File: src/rtl/fifo_write_arbiter.sv
// fifo_write_arbiter
// Round-robin arbiter that grants one of NUM_REQ requesters ownership of a
// downstream fifo write port for a burst of up to MAX_BURST words. Bursts
// end on the MAX_BURST-th transfer or when the owner runs dry, and every
// burst is followed by one IDLE cycle in which the next owner is chosen.

module fifo_write_arbiter #(
  parameter int NUM_REQ          = 4,
  parameter int BITS_PER_ELEMENT = 32,
  parameter int MAX_BURST        = 4
) (
  input  logic                                i_clk,
  input  logic                                i_rst,
  input  logic [NUM_REQ-1:0]                  i_req_valid,
  input  logic [NUM_REQ*BITS_PER_ELEMENT-1:0] i_req_data,
  output logic [NUM_REQ-1:0]                  o_req_ready,
  output logic                                o_fifo_write,
  output logic [BITS_PER_ELEMENT-1:0]         o_fifo_data,
  input  logic                                i_fifo_full,
  output logic [NUM_REQ-1:0]                  o_grant,
  output logic                                o_busy
);

  localparam int IDX_W = $clog2(NUM_REQ);
  localparam int CNT_W = $clog2(MAX_BURST + 1);

  typedef enum logic {
    S_IDLE  = 1'b0,
    S_BURST = 1'b1
  } state_t;

  state_t             r_state;
  state_t             next_state;
  logic [IDX_W-1:0]   r_owner;
  logic [IDX_W-1:0]   r_last;
  logic [CNT_W-1:0]   r_count;

  logic [IDX_W-1:0]   pick_idx;
  logic               any_valid;
  logic               owner_valid;
  logic               xfer;
  logic               last_xfer;
  logic               burst_end;
  int                 cand;

  // Valid bit of the current owner, selected by compare so the index never
  // reaches past NUM_REQ when NUM_REQ is not a power of two.
  always_comb begin
    // NOTE: every signal written in a combinational block gets a default
    // first, so no path through the block leaves it unassigned (no latch).
    owner_valid = 1'b0;
    for (int k = 0; k < NUM_REQ; k++) begin
      if (r_owner == IDX_W'(k)) owner_valid = i_req_valid[k];
    end
  end

  // Round-robin pick: first valid requester at r_last+1, r_last+2, ... with
  // wrap at NUM_REQ. Offsets are scanned farthest-first so the nearest
  // valid candidate is the last one written and therefore wins.
  always_comb begin
    any_valid = 1'b0;
    pick_idx  = '0;
    cand      = 0;
    for (int off = NUM_REQ; off >= 1; off--) begin
      cand = int'(r_last) + off;
      if (cand >= NUM_REQ) cand = cand - NUM_REQ;
      for (int k = 0; k < NUM_REQ; k++) begin
        if (k == cand && i_req_valid[k]) begin
          pick_idx  = IDX_W'(k);
          any_valid = 1'b1;
        end
      end
    end
  end

  // Burst bookkeeping: a transfer needs the owner valid and room in the fifo;
  // a full-stall cycle is neither a transfer nor a burst end.
  always_comb begin
    xfer      = (r_state == S_BURST) && owner_valid && !i_fifo_full;
    last_xfer = xfer && (r_count == CNT_W'(MAX_BURST - 1));
    burst_end = (r_state == S_BURST) && (!owner_valid || last_xfer);
  end

  // State register with synchronous reset.
  always_ff @(posedge i_clk) begin
    // NOTE: sequential state uses non-blocking assignments so every register
    // samples the pre-edge values, independent of statement order.
    if (i_rst) r_state <= S_IDLE;
    else       r_state <= next_state;
  end

  // Next-state logic.
  always_comb begin
    next_state = r_state;
    unique case (r_state)
      S_IDLE:  if (any_valid) next_state = S_BURST;
      S_BURST: if (burst_end) next_state = S_IDLE;
      default: next_state = S_IDLE;
    endcase
  end

  // Owner, last-served index and burst counter.
  always_ff @(posedge i_clk) begin
    if (i_rst) begin
      r_owner <= '0;
      r_count <= '0;
      r_last  <= IDX_W'(NUM_REQ - 1);
    end else begin
      unique case (r_state)
        S_IDLE: begin
          if (any_valid) begin
            r_owner <= pick_idx;
            r_count <= '0;
          end
        end
        S_BURST: begin
          if (burst_end) r_last <= r_owner;
          if (xfer)      r_count <= r_count + CNT_W'(1);
        end
        default: ;
      endcase
    end
  end

  // Outputs: all zero in IDLE; in BURST only the owner is granted and its
  // data is steered combinationally to the fifo.
  always_comb begin
    o_grant      = '0;
    o_req_ready  = '0;
    o_fifo_write = 1'b0;
    o_fifo_data  = '0;
    o_busy       = 1'b0;
    if (r_state == S_BURST) begin
      o_busy       = 1'b1;
      o_fifo_write = xfer;
      for (int k = 0; k < NUM_REQ; k++) begin
        if (r_owner == IDX_W'(k)) begin
          o_grant[k]     = 1'b1;
          o_req_ready[k] = !i_fifo_full;
          o_fifo_data    = i_req_data[k*BITS_PER_ELEMENT +: BITS_PER_ELEMENT];
        end
      end
    end
  end

endmodule

File: config.mk
export PLATFORM = sky130hd
export DESIGN_NAME = fifo_write_arbiter
export DESIGN_NICKNAME = d
export VERILOG_FILES = /design/src/rtl/fifo_write_arbiter.sv
export SDC_FILE = /design/constraint.sdc
export NUM_CORES = 1
export LEC_CHECK = 0
export ABC_AREA = 1
export CELL_PAD_IN_SITES_DETAIL_PLACEMENT = 1
export CELL_PAD_IN_SITES_GLOBAL_PLACEMENT = 1
export CORE_MARGIN = 5
export CORE_UTILIZATION = 16
export DETAILED_ROUTE_END_ITERATION = 6
export PLACE_DENSITY = 0.83
export SYNTH_ARGS = -nofsm -noshare
export SYNTH_HDL_FRONTEND = slang
export SYNTH_SLANG_ARGS = --single-unit
File: constraint.sdc
create_clock -name i_clk -period 2 [get_ports i_clk]
set_input_delay 0.3 -clock i_clk [delete_from_list [all_inputs] [get_ports i_clk]]
set_output_delay 0.3 -clock i_clk [all_outputs]
set_load 0.1 [all_outputs]
==> results of run 1 <==
## state kept, by name, indices dropped and copies added (netlist names)
name     count
r_owner      2
r_state      1
r_last       2
r_count      3
## stage by stage
| stage | instances | power [mW] | setup slack, ns |
|---|---|---|---|
| global route | 610 | 7.68 | -0.0204 |
| detailed placement | 604 | 6.96 | 0.0231 |
| global placement | 604 | 6.85 | 0.0533 |
| CTS | 609 | 7.24 | 0.00425 |
| floorplan | 298 | 4.51 | -0.141 |
| finish | 610 | 7.31 | 0.0617 |
## power by group through the flow
stage	Sequential (mW)	Clock, mW	Combinational, mW
after floorplan	0.308	0	4.20
after global placement	0.278	0	6.57
after detailed placement	0.281	0	6.68
after CTS	0.288	0.213	6.74
after global routing	0.306	0.220	7.16
final	0.298	0.207	6.80
## logic make-up after synthesis
logic type | Yosys count | synth area share [%]
simple gates | 137 | 39.2
compound gates | 95 | 34.4
buf+inv | 56 | 14.9
flops | 8 | 9.91
fa+ha+maj | 2 | 1.55
## final cells by class
class / instances / area, um^2
Inverter: 35 / 168
Tap cell: 133 / 166
Sequential cell: 8 / 170
Multi-Input combinational cell: 234 / 1440
Fill cell: 1176 / 5430
Timing Repair Buffer: 196 / 2410
Clock buffer: 4 / 45.0
## path summary, 6_finish.rpt
kind | startpoint | to | slack [ns] | depth (start not counted)
setup / recovery | r_owner[0] | o_fifo_write | 0.06 | 7
hold / removal | r_count[2] | r_count[2] | 0.47 | 2
setup reg to reg | r_last[0] | r_owner[0] | 0.33 | 9
hold reg to reg | r_count[2] | r_count[2] | 0.47 | 2
## metal layers
layer / part of all wire (%) / up-vias
met3: 7.0 / 22
met5: 0 / -
met1: 39 / 1340
li1: - / 1390
met2: 52 / 152
met4: 2.6 / 0
## cells in the final DEF (no fill, tap or decap)
| master | netlist | layout |
|---|---|---|
| clkinvlp_4 | 0 | 9 |
| o21bai_1 | 1 | 1 |
| nand3_1 | 48 | 46 |
| o21ai_0 | 43 | 34 |
| o2111ai_2 | 1 | 1 |
| o21ai_4 | 0 | 14 |
| clkbuf_1 | 12 | 1 |
| inv_2 | 4 | 3 |
| nor3_1 | 2 | 2 |
| nor2_2 | 2 | 5 |
| a31oi_1 | 1 | 1 |
| nand3_2 | 2 | 4 |
| clkdlybuf4s50_1 | 0 | 134 |
| clkbuf_16 | 0 | 1 |
| o22ai_1 | 14 | 14 |
| nor2_4 | 1 | 6 |
| a21oi_1 | 5 | 5 |
| nand2_2 | 4 | 7 |
| dfxtp_2 | 0 | 2 |
| inv_4 | 0 | 1 |
| o211ai_1 | 20 | 20 |
| nor2_1 | 13 | 5 |
| buf_4 | 0 | 11 |
| dfxtp_1 | 8 | 4 |
| ha_1 | 2 | 2 |
| buf_12 | 0 | 45 |
| nor2_8 | 1 | 1 |
| inv_1 | 31 | 22 |
| buf_6 | 3 | 5 |
| o21ai_1 | 10 | 5 |
| dfxtp_4 | 0 | 2 |
| nand2_1 | 63 | 60 |
| clkbuf_8 | 0 | 3 |
| nor3_2 | 1 | 1 |
## cell usage after synthesis, drive strengths merged (2+ instances only)
master / n / area, um^2
inv: 35 / 131
nor3: 3 / 20.0
dfxtp: 8 / 160
o22ai: 14 / 87.6
o21ai: 53 / 265
nand2: 67 / 262
ha: 2 / 25.0
nand3: 50 / 260
o211ai: 20 / 150
a21oi: 5 / 25.0
clkbuf: 12 / 45.0
buf: 9 / 63.8
nor2: 17 / 92.6
## worst register-to-register path, cell delays in order (launching register included)
cell and delay (ns):
dfxtp_2 0.48, inv_2 0.10, nand3_1 0.10, nand2_1 0.10
nor3_2 0.18, nand3_1 0.15, nand2_2 0.13, inv_2 0.05
o21ai_0 0.19, a21oi_1 0.07
## what timing repair did
item,4_1_cts,5_1_grt
resized for setup,11,14
cloned,1,1
hold endpoints to repair,0,0
endpoints found under the setup margin,26,26
pin swaps,0,1
hold buffers,0,0
==> results.sh, run 1 <==
export IMPL_status="complete, no violations"
export IMPL_ys_ff_latch=8
export IMPL_swShare_pct=61.6
export IMPL_path_clk_slew_ns=0.04
export IMPL_die_area_um2=12200
export IMPL_clkLatencyLatePin_ns=0.23
export IMPL_cpMostUsedCell="buf_12"
export IMPL_syn_area_um2=1620
export IMPL_power_density_nw_per_um2=1660
export IMPL_io_pins=177
export IMPL_nets=615
export IMPL_startpoint_type="register"
export IMPL_critical_path_class="register to primary output"
export IMPL_hp_class="register to register"
export IMPL_power_frac_seq_pct=4.1
export IMPL_finalClockSkew_ns=0.00599
export IMPL_grt_pass1_wl_um=16900
export IMPL_via_per_inst=4.76
export IMPL_max_freq_mhz=516
export IMPL_io_buffer_count=176
export IMPL_fin_crit_ns=1.94
export IMPL_final_cell_area_um2=4390
export IMPL_avgSynthCellArea_um2=5.42
export IMPL_clock_sinks=8
export IMPL_cts_tree="yes"
export IMPL_final_util_pct=44.7
export IMPL_cap_violations=0
export IMPL_worstPathCellList="buf_12 > nor2_8 > inv_4 > o2111ai_2 > nand2_2 > nor2_4 > buf_12"
export IMPL_yosysSeqAreaShare_pct=9.91
export IMPL_drt_initial_drc_count=135
export IMPL_max_vdd_ir_drop_v=0.000654
export IMPL_wl_per_cell_um=17.5
export IMPL_combPwrFrac_pct=93.1
export IMPL_synth_async_reset_ratio_pct=0
export IMPL_ys_types=25
export IMPL_synth_main_ff_cell="dfxtp_1"
export IMPL_antenna_left=0
export IMPL_antenna_found_initial=0
export IMPL_cp_top_family="buffers and inverters"
export IMPL_netlist_instances=298
export IMPL_firstDrtPassIters=4
export IMPL_area_growth_pct=172
export IMPL_cts_max_path_buffers=2
export IMPL_die_x_um=111
export IMPL_cpMaxStageDelayCell="dfxtp_4"
export IMPL_leakagePower_nw=1.75
export IMPL_placed_area_um2=4250
export IMPL_top_usage_layer="met2"
export IMPL_start_util_pct=16.5
export IMPL_gr_usage_met2_pct=31.5
export IMPL_grt_usage_pct=16.6
export IMPL_finalMaxSlewViolations=0
export IMPL_switching_power_mw=4.50
export IMPL_use_met3_pct=4.49
export IMPL_worst_pin_slew_ns=0.456
export IMPL_route_detailed_drc=0
export IMPL_die_h_um=111
export IMPL_slowest_delay_ns=0.36
export IMPL_clockRootBuffer="clkbuf_8"
export IMPL_coreArea_um2=9820
export IMPL_crit_required_ns=1.70
export IMPL_cts_setup_buffers=0
export IMPL_grt_use_met1_pct=17.6
export IMPL_whs_ns=0.470
export IMPL_h_tree_depth=1
export IMPL_worst_path_buf_inv=3
export IMPL_final_hold_violation_count=0
export IMPL_critPathArrivalTime_ns=1.64
export IMPL_antenna_cells=0
export IMPL_gp_congestion=0.855
export IMPL_grt_ovfl_total=0
export IMPL_intPower_mw=2.81
export IMPL_final_layout_size_suffix_gt1_share_pct=25.4
export IMPL_via_count=2904
export IMPL_routed_wl_um=10700
export IMPL_numCtsBuffers=3
export IMPL_rsz0062_at_grt="true"
export IMPL_grt_pass1_vias=3248
export IMPL_relSlewSlack_pct=69.6
export IMPL_synth_edf_count=0
export IMPL_endpoint_kind="primary output"
export IMPL_finalSetupViolCount=0
export IMPL_setup_tns_ns=0
export IMPL_clkPwrFrac_pct=2.8
export IMPL_cp_max_fo=17
export IMPL_num_rows=36
export IMPL_grt_max_degree=24
export IMPL_yosys_warnings=0
export IMPL_synth_fp_nets=435
export IMPL_dp_hpwl_um=8880
export IMPL_fin_crit_sh_pct=96.9
No activity file was read; power rests on OpenSTA's default activity.
==> run 2, diff against run 1 <==
CORE_ASPECT_RATIO = 2   (was unset)
==> run 2 against run 1 <==
Net effect:
- sequential power up 7.4%
- combinational power up 1%
- global-route usage up 0.11 points
- core utilization up 0.18 points
- largest power group unchanged
- critical path depth unchanged
- critical path type unchanged
- non-clock buffer count up 5
==> results.sh, run 2 (same netlist as run 1, synthesis figures left out) <==
export IMPL_antenna_found_initial=0
export IMPL_worst_path_buf_inv=3
export IMPL_final_common_cell="clkdlybuf4s50_1"
export IMPL_route_detailed_drc=0
export IMPL_top_regs="r_count x3, r_last x2, r_owner x2"
export IMPL_placed_area_um2=4230
export IMPL_clkLatencyLatePin_ns=0.24
export IMPL_rsz0062_at_grt="true"
export IMPL_die_area_um2=12300
export IMPL_grt_max_degree=24
export IMPL_io_buffer_count=176
export IMPL_power_density_nw_per_um2=1680
export IMPL_setup_slack_ns=0.0344
export IMPL_start_util_pct=16.1
export IMPL_via_count=2931
export IMPL_switching_power_mw=4.56
export IMPL_relSlewSlack_pct=66.7
export IMPL_critical_path_class="register to primary output"
export IMPL_top_register="r_count"
export IMPL_combPwrFrac_pct=91.1
export IMPL_num_rows=52
export IMPL_r2r_end="r_count[1]"
export IMPL_wl_per_cell_um=17.3
export IMPL_h_tree_depth=1
export IMPL_leakagePower_nw=1.80
export IMPL_power_mw=7.54
export IMPL_crit_required_ns=1.70
export IMPL_r2r_setup_slack_ns=0.20
export IMPL_dp_cells=606
export IMPL_max_freq_mhz=509
export IMPL_clockRootBuffer="clkbuf_16"
export IMPL_path_clk_slew_ns=0.04
export IMPL_reg2regPathDepth=10
export IMPL_status="complete, no violations"
export IMPL_antenna_cells=0
export IMPL_drt_initial_drc_count=69
export IMPL_worstPathCellList="nand2_1 > buf_6 > nor2_1 > buf_6 > nand2_1 > o21ai_4 > buf_12"
export IMPL_hold_start="r_count[2]"
export IMPL_grt_ovfl_total=0
export IMPL_final_cell_mix="clkdlybuf4s50_1, nand2_1, nand3_1"
export IMPL_grt_pass1_wl_um=16100
export IMPL_io_pins=177
export IMPL_die_h_um=152
export IMPL_cp_top_family="buffers and inverters"
export IMPL_clkPwrFrac_pct=4.7
export IMPL_cts_tree="yes"
export IMPL_fin_crit_sh_pct=98.3
export IMPL_grt_usage_pct=16.7
export IMPL_cpMaxStageDelayCell="dfxtp_4"
export IMPL_worst_pin_slew_ns=0.499
export IMPL_final_layout_size_suffix_gt1_share_pct=27.2
export IMPL_holdPathEnd="r_count[2]"
export IMPL_swShare_pct=60.5
export IMPL_nFillCells=1209
export IMPL_startpoint_type="register"
export IMPL_via_per_inst=4.75
export IMPL_hold_path_depth=2
export IMPL_hp_class="register to register"
export IMPL_finalSetupViolCount=0
export IMPL_antenna_left=0
export IMPL_cts_hold_buf=0
export IMPL_numCtsBuffers=3
export IMPL_routed_wl_um=10700
export IMPL_area_growth_pct=178
export IMPL_largest_reg_flops=3
export IMPL_stdcell_count=617
export IMPL_cap_violations=0
export IMPL_post_place_ws_ns=0.0345
export IMPL_final_hold_violation_count=0
export IMPL_coreArea_um2=10000
export IMPL_clock_sinks=8
export IMPL_final_cell_area_um2=4500
export IMPL_grt_pass1_vias=3309
export IMPL_critPathArrivalTime_ns=1.67
export IMPL_cp_max_fo=20
export IMPL_ff_latch_area_um2=171
export IMPL_finalClockSkew_ns=0.000661
export IMPL_multiInputGateArea_um2=1470
export IMPL_firstDrtPassIters=4
export IMPL_max_vdd_ir_drop_v=0.000855
export IMPL_fin_crit_ns=1.97
export IMPL_nets=620
export IMPL_intPower_mw=2.98
export IMPL_endpoint_kind="primary output"
export IMPL_gp_congestion=0.812
export IMPL_reg2reg_from="r_last[1]"
export IMPL_die_x_um=81.1
export IMPL_finalMaxSlewViolations=0
export IMPL_power_frac_seq_pct=4.2
export IMPL_cts_max_path_buffers=2
export IMPL_final_util_pct=44.9
export IMPL_slowest_delay_ns=0.38
export IMPL_dp_hpwl_um=9240
-- run 2: area by class of cell --
type / count / share of cell area, %
Tap cell: 135 / 3.75
Sequential cell: 8 / 3.81
Clock buffer: 4 / 1.75
Inverter: 35 / 3.89
Timing Repair Buffer: 201 / 54.1
Multi-Input combinational cell: 234 / 32.7
-- run 2: worst min-delay path, cell delays in order (launching register included) --
cell,delay [ns]
dfxtp_1,0.30
nand2_1,0.06
a21oi_1,0.05
-- run 2: metal layers --
metal / track usage, % / share of wire (%) / vias to the layer above
met5: 0 / 0 / -
met4: 6.61 / 3.1 / 0
met3: 4.26 / 9.3 / 21
met2: 34.9 / 59 / 148
met1: 13.5 / 29 / 1363
li1: - / - / 1399
-- run 2: power groups by stage --
stage	clock network (mW)	logic, mW	registers (mW)
floorplan	0	4.20	0.308
global placement	0	6.44	0.293
detailed placement	0	6.59	0.299
CTS	0.365	6.80	0.305
global route	0.371	7.22	0.327
finish	0.352	6.87	0.320
-- run 2: through the flow --
stage | setup TNS, ns | hold slack, ns
after CTS | -0.00441 | 0.462
after global routing | -0.168 | 0.504
after floorplan | -1.61 | 0.369
final | 0 | 0.458
after global placement | 0 | 0.449
after detailed placement | 0 | 0.456
-- run 2: worst max-delay path by stage --
stage                               from              end  cells after the start
final                         r_owner[0]   o_fifo_data[6]                      7
after global routing          r_owner[0]     o_fifo_write                      7
after CTS                     r_owner[1]  o_fifo_data[25]                      8
after detailed placement  i_req_valid[0]       r_count[1]                     11
after global placement    i_req_valid[0]       r_count[1]                     11
after floorplan                  r_state   o_fifo_data[0]                      5
-- run 2: timing repair --
action | 4_1_cts | 5_1_grt
resized for setup | 26 | 19
buffers inserted | 4 | 3
pin swaps | 1 | 1
setup endpoints to repair | 27 | 27
hold endpoints to repair | 0 | 0
